==> config.mk <==
export PLATFORM = sky130hd
export DESIGN_NAME = data_check
export DESIGN_NICKNAME = d
export VERILOG_FILES = /design/src/rtl/data_check.sv
export SDC_FILE = /design/constraint.sdc
export NUM_CORES = 1
export LEC_CHECK = 0
export BUFFER_PORTS_ARGS = -buffer_cell sky130_fd_sc_hd__buf_2
export CORE_MARGIN = 2
export CORE_UTILIZATION = 53
export DETAILED_ROUTE_END_ITERATION = 8
export PLACE_DENSITY = 0.77
export RECOVER_POWER = 100
export SLEW_MARGIN = 30
export SYNTH_ARGS = -nofsm -noshare
export SYNTH_HDL_FRONTEND = slang
export SYNTH_SLANG_ARGS = --single-unit
==> constraint.sdc <==
create_clock -name clock -period 4.3 [get_ports clock]
set_clock_uncertainty 0.05 [all_clocks]
set_input_delay 0 -clock clock [delete_from_list [all_inputs] [get_ports clock]]
set_output_delay 0 -clock clock [all_outputs]
set_load 0.1 [all_outputs]
==> src/rtl/data_check.sv <==
// AXI-stream sink that throttles in_ready with a rotating pattern and checks each
// accepted beat against an arithmetic sequence, frame length and AXI hold rules.
module data_check #(
  parameter int                    DATA_WIDTH    = 32,
  parameter int                    SAMPLES_WIDTH = 32,
  parameter logic [DATA_WIDTH-1:0] DATA_START    = 32'h04030201,
  parameter logic [DATA_WIDTH-1:0] DATA_STEP     = 32'h01010101,
  parameter int                    NUM_SAMPLES   = 10,
  parameter logic [7:0]            READY_PATTERN = 8'b1111_1111,
  parameter int                    ERR_WIDTH     = 16,
  parameter int                    TIMEOUT       = 1000
) (
  input  logic                     clock,
  input  logic                     reset,
  input  logic                     in_enable,
  input  logic [DATA_WIDTH-1:0]    in_data,
  input  logic                     in_last,
  input  logic                     in_valid,
  output logic                     in_ready,
  output logic [SAMPLES_WIDTH-1:0] num_samples,
  output logic [ERR_WIDTH-1:0]     num_errors,
  output logic [SAMPLES_WIDTH-1:0] first_err_sample,
  output logic                     done,
  output logic                     error,
  output logic                     timeout
);

  typedef enum logic [1:0] {
    ST_RUN  = 2'd0,
    ST_DONE = 2'd1,
    ST_TOUT = 2'd2
  } state_t;

  localparam logic [SAMPLES_WIDTH-1:0] LAST_IDX    = SAMPLES_WIDTH'(NUM_SAMPLES - 1);
  localparam logic [31:0]              TIMEOUT_VAL = 32'(TIMEOUT);
  localparam logic                     TOUT_EN     = (TIMEOUT != 0);
  localparam logic [ERR_WIDTH-1:0]     ERR_MAX     = {ERR_WIDTH{1'b1}};

  state_t                   state_r;
  logic [7:0]               pattern_r;
  logic [DATA_WIDTH-1:0]    expected_r;
  logic [31:0]              idle_r;
  logic [SAMPLES_WIDTH-1:0] num_samples_r;
  logic [ERR_WIDTH-1:0]     num_errors_r;
  logic [SAMPLES_WIDTH-1:0] first_err_r;
  logic                     done_r;
  logic                     error_r;
  logic                     timeout_r;
  logic                     overrun_seen_r;
  logic                     hold_pend_r;
  logic [DATA_WIDTH-1:0]    hold_data_r;
  logic                     hold_last_r;

  logic                     ready_s;
  logic                     accept_s;
  logic                     last_beat_s;
  logic                     data_err_s;
  logic                     last_err_s;
  logic                     hold_err_s;
  logic                     overrun_err_s;
  logic                     tout_hit_s;
  logic [1:0]               err_inc_s;
  logic [ERR_WIDTH:0]       err_sum_s;
  logic [ERR_WIDTH-1:0]     err_next_s;

  // Handshake and per-cycle check results, all derived from registers and inputs
  always_comb begin
    ready_s       = in_enable & (state_r == ST_RUN) & pattern_r[0];
    accept_s      = in_valid & ready_s;
    last_beat_s   = (num_samples_r == LAST_IDX);
    data_err_s    = accept_s & (in_data != expected_r);
    last_err_s    = accept_s & (in_last != last_beat_s);
    // A beat offered but not taken last cycle must be re-offered unchanged
    hold_err_s    = hold_pend_r & (state_r == ST_RUN) &
                    (~in_valid | (in_data != hold_data_r) | (in_last != hold_last_r));
    overrun_err_s = (state_r == ST_DONE) & in_valid & ~overrun_seen_r;
    tout_hit_s    = TOUT_EN & (state_r == ST_RUN) & in_enable & ~accept_s &
                    ((idle_r + 32'd1) == TIMEOUT_VAL);
    err_inc_s     = {1'b0, data_err_s} + {1'b0, last_err_s} +
                    {1'b0, hold_err_s} + {1'b0, overrun_err_s};
    err_sum_s     = {1'b0, num_errors_r} + (ERR_WIDTH+1)'(err_inc_s);
    if (err_sum_s > {1'b0, ERR_MAX}) begin
      err_next_s = ERR_MAX;
    end else begin
      err_next_s = err_sum_s[ERR_WIDTH-1:0];
    end
  end

  // Checker state machine, counters and sticky status flags
  always_ff @(posedge clock) begin
    if (reset) begin
      state_r        <= ST_RUN;
      pattern_r      <= READY_PATTERN;
      expected_r     <= DATA_START;
      idle_r         <= 32'd0;
      num_samples_r  <= {SAMPLES_WIDTH{1'b0}};
      num_errors_r   <= {ERR_WIDTH{1'b0}};
      first_err_r    <= {SAMPLES_WIDTH{1'b1}};
      done_r         <= 1'b0;
      error_r        <= 1'b0;
      timeout_r      <= 1'b0;
      overrun_seen_r <= 1'b0;
      hold_pend_r    <= 1'b0;
      hold_data_r    <= {DATA_WIDTH{1'b0}};
      hold_last_r    <= 1'b0;
    end else begin
      num_errors_r <= err_next_s;
      error_r      <= |err_next_s;
      // Hold errors are attributed to the beat still waiting, i.e. num_samples
      if ((num_errors_r == {ERR_WIDTH{1'b0}}) && (err_inc_s != 2'd0)) begin
        first_err_r <= num_samples_r;
      end
      if (overrun_err_s) begin
        overrun_seen_r <= 1'b1;
      end
      hold_pend_r <= (state_r == ST_RUN) & in_valid & ~accept_s;
      hold_data_r <= in_data;
      hold_last_r <= in_last;

      case (state_r)
        ST_RUN: begin
          pattern_r <= {pattern_r[0], pattern_r[7:1]};
          if (accept_s) begin
            expected_r    <= expected_r + DATA_STEP;
            num_samples_r <= num_samples_r + {{(SAMPLES_WIDTH-1){1'b0}}, 1'b1};
            idle_r        <= 32'd0;
            if (last_beat_s) begin
              state_r <= ST_DONE;
              done_r  <= 1'b1;
            end
          end else if (tout_hit_s) begin
            state_r   <= ST_TOUT;
            timeout_r <= 1'b1;
            idle_r    <= idle_r + 32'd1;
          end else if (in_enable) begin
            idle_r <= idle_r + 32'd1;
          end
        end
        ST_DONE, ST_TOUT: begin
          state_r <= state_r;
        end
        default: begin
          state_r <= ST_TOUT;
        end
      endcase
    end
  end

  assign in_ready         = ready_s;
  assign num_samples      = num_samples_r;
  assign num_errors       = num_errors_r;
  assign first_err_sample = first_err_r;
  assign done             = done_r;
  assign error            = error_r;
  assign timeout          = timeout_r;

endmodule
==> impl_metrics.tcl <==
set metrics [dict create \
    run_status "complete, but fails checks" \
    failed_checks "max-capacitance violations, max-slew violations" \
    drv_cap 1 \
    ys_ff_latch 192 \
    ff2ff_setup_slack_ns 0.19 \
    grt_use_total_pct 24.81 \
    hp-start "reset" \
    hold_end "expected_r[28]" \
    drtPass1Iterations 5 \
    stdcell_count 1458 \
    p_sw_share_pct 35.65 \
    first_global_vias 7737 \
    die_x_microns 137.3 \
    ys_types 67 \
    crit_chain "inv_2 > ha_4 > nor4bb_4 > nand4_1 > nor2_2 > xnor2_1 > nor2_1 > fa_1 > ha_4 > ha_4 > inv_2 > fa_2 > nand4b_1 > nor2_2 > and2_4 > nand2_4 > nor2_4 > a22oi_2 > o41a_1" \
    worst_pin_slew_ns 3.355 \
    cts.htree.levels 4 \
    seqPwrFrac_pct 41.7 \
    grt_pass1_wl_microns 37720 \
    dpl.hpwl_microns 15160 \
    nNetsFinal 1270 \
    grt_setup_unrepaired "true" \
    vdd_drop_max_mv 0.3657 \
    r2r_start "num_samples[1]" \
    synth_xor_area_share_pct 13.96 \
    synth-async-reset-ratio_pct 0 \
    yosysWarnings 0 \
    yosysTopAreaCell "dfxtp_1" \
    synth-edff-count 0 \
    required_ns 4.56 \
    slowest_stage "fa_1" \
    slew_viol_final 74 \
    hold-worst-slack_ns 0.06557 \
    mostFrequentLayoutCells "dfxtp_1 (160), nor2_1 (118), nand2_1 (114)" \
    post-route-util_pct 64.59 \
    ff_latch_area_sq_um 3894 \
    powerDensity_nw_per_um2 418.8 \
    synthToLayoutAreaGrowth_pct 19.09 \
    io_buffers 120 \
    synthTopCellsByArea "dfxtp_1 (41%), xnor2_1 (7.9%), xor2_1 (6.0%)" \
    synthSimpleGateAreaFrac_pct 26.66 \
    arrival_ns 4.37 \
    syn-num-nets 1135 \
    cts_tree "done" \
    synthAdderAreaFrac_pct 1.754 \
    antennaDiodeCount 0 \
    rows 48 \
    multi_input_area_sq_um 5403 \
    vias_per_cell 5.668 \
    via_count 8264 \
    combPwrFrac_pct 24.6 \
    post-route-min-period_ns 4.111 \
    critical_path.top_delay_family "adder cells" \
    yosysTopAreaCellShare_pct 40.83 \
    grt_max_degree 74 \
    avgSynthCellArea_sq_um 8.669 \
    p_switching_mw 1.674 \
    rr_worst_depth 19 \
    ant_nets 0 \
    finalHoldViolCount 0 \
    setup_viol 0 \
    dieArea_sq_um 18840 \
    fp.coreArea_sq_um 17360 \
    drive_above_1_share_pct 12.17 \
    netlist_area_sq_um 9414 \
    die_y_microns 137.3 \
    gr-total-overflow 0 \
    clkPwrFrac_pct 33.8 \
    crit_fanout 3 \
    dp.cells 1390 \
    wl_per_cell_microns 16.19 \
    cts-root-buf "clkbuf_16" \
    cts_max_path_buffers 2 \
    fill_cells 1447 \
    start_util_pct 54.24 \
    slew_headroom_pct -123.7 \
    cp_slowest_stage_delay_ns 0.52 \
    synth_seq_area_share_pct 40.83 \
    leakagePower_nw 4.207 \
    wirelength_microns 23600 \
    min_path_type "input pin to flip-flop" \
    timing.final.crit_share_pct 95.61 \
    cts_sinks 192 \
    synth-compound-area-share_pct 9.051 \
    drc 0 \
    min_path_cells 2 \
    drt_iter0_drc 498 \
    synth_flop_cell "dfxtp_1" \
    synth_top_family_by_area "simple AND/OR/NAND/NOR gates" \
    p_int_mw 3.021 \
    timing.fmax_mhz 243.2 \
    crit_top_cell "ha_4" \
    synthCells 1086 \
    r2r_end "error" \
    final_common_cell "dfxtp_1" \
    numCtsBuffers 17 \
    end_kind "flip-flop" \
    synth_mux_area_share_pct 4.359 \
    top_level_ports 121 \
    crit_type "flip-flop to flip-flop" \
    clock_latency_ns 0.44 \
    antenna_found_initial 0 \
    setup.worst_path.start "num_samples[1]" \
    clk_pin_slew_ns 0.08 \
    crit_buf_inv 2 \
    start_kind "flip-flop" \
    gp_congestion 0.8602 \
]
-- cell families (layout without fill, tap and decap cells) --
family,Yosys count,after routing
compound gates,141,141
xor+xnor,150,150
flops,192,192
mux,41,41
fa+ha+maj,12,12
simple gates,476,476
buf+inv,74,221
-- Yosys cell counts, types with 9 or more instances --
library cell / count
nor3_1: 16
inv_1: 14
and3_1: 26
mux2i_1: 41
nand4_1: 33
and2_1: 12
nor2_1: 121
o21ai_0: 32
or3_1: 9
nand3_1: 40
a31oi_1: 10
clkbuf_1: 39
ha_1: 10
nor2b_1: 38
and4_1: 10
nor4_1: 22
a21oi_1: 61
dfxtp_1: 192
nand2_1: 116
xor2_1: 65
xnor2_1: 85
buf_2: 11
-- per-stage QoR --
stage	total power, mW	setup TNS [ns]	instance area [sq um]	setup WS (ns)
6_report	4.695	0	11210	0.1888
3_3_place_gp	3.114	0	10260	0.1487
3_5_place_dp	3.125	0	10260	0.05900
2_1_floorplan	2.910	0	9482	0.05431
5_1_grt	4.861	-0.01739	11210	-0.01739
4_1_cts	4.718	0	11180	0.02871
-- power groups by stage --
stage	sequential [mW]	clock, mW	combinational [mW]
after floorplan	2.55	0	0.362
after global placement	1.99	0	1.12
after detailed placement	1.99	0	1.13
after CTS	1.95	1.60	1.16
after global routing	1.97	1.68	1.21
final	1.96	1.58	1.15
-- worst reg2reg max path: cells and delay by family, from the launching register on --
kind | cells | cell delay, ns
simple gates | 9 | 1.44
buf+inv | 2 | 0.10
xor+xnor | 1 | 0.14
flops | 1 | 0.35
compound gates | 2 | 0.48
fa+ha+maj | 5 | 1.44
-- metal layers --
layer | up-vias | GRT usage, % | part of all wire (%)
li1 | 4033 | - | -
met3 | 33 | 5.666 | 6.2
met5 | - | 0 | 0
met4 | 0 | 8.362 | 1.7
met2 | 284 | 39.94 | 48
met1 | 3914 | 32.87 | 45
-- state kept, by name (all words and copies together) (netlist names), 2 cells and up --
signal	cells
expected_r	32
idle_r	32
state_r	2
pattern_r	8
num_errors	16
num_samples	32
hold_data_r	32
first_err_sample	32
-- worst max path at each step --
| stage | depth (start not counted) | slack, ns | end |
|---|---|---|---|
| finish | 19 | 0.19 | error |
| global route | 19 | -0.02 | error |
| CTS | 19 | 0.03 | error |
| detailed placement | 19 | 0.06 | error |
| global placement | 19 | 0.15 | error |
| floorplan | 18 | 0.05 | error |
-- final cells by class --
| class | count | area share, % |
|---|---|---|
| Clock buffer | 18 | 3.828 |
| Multi-Input combinational cell | 820 | 48.19 |
| Timing Repair Buffer | 176 | 8.906 |
| Sequential cell | 192 | 34.73 |
| Tap cell | 225 | 2.511 |
| Inverter | 14 | 0.4687 |
| Clock inverter | 13 | 1.362 |
-- what timing repair did --
action,4_1_cts,5_1_grt
gates resized for setup,0,27
setup buffers,0,3
endpoints found under the hold margin,35,0
setup endpoints to repair,0,16
hold buffers,34,0
Power figures use the tool's default switching activity.
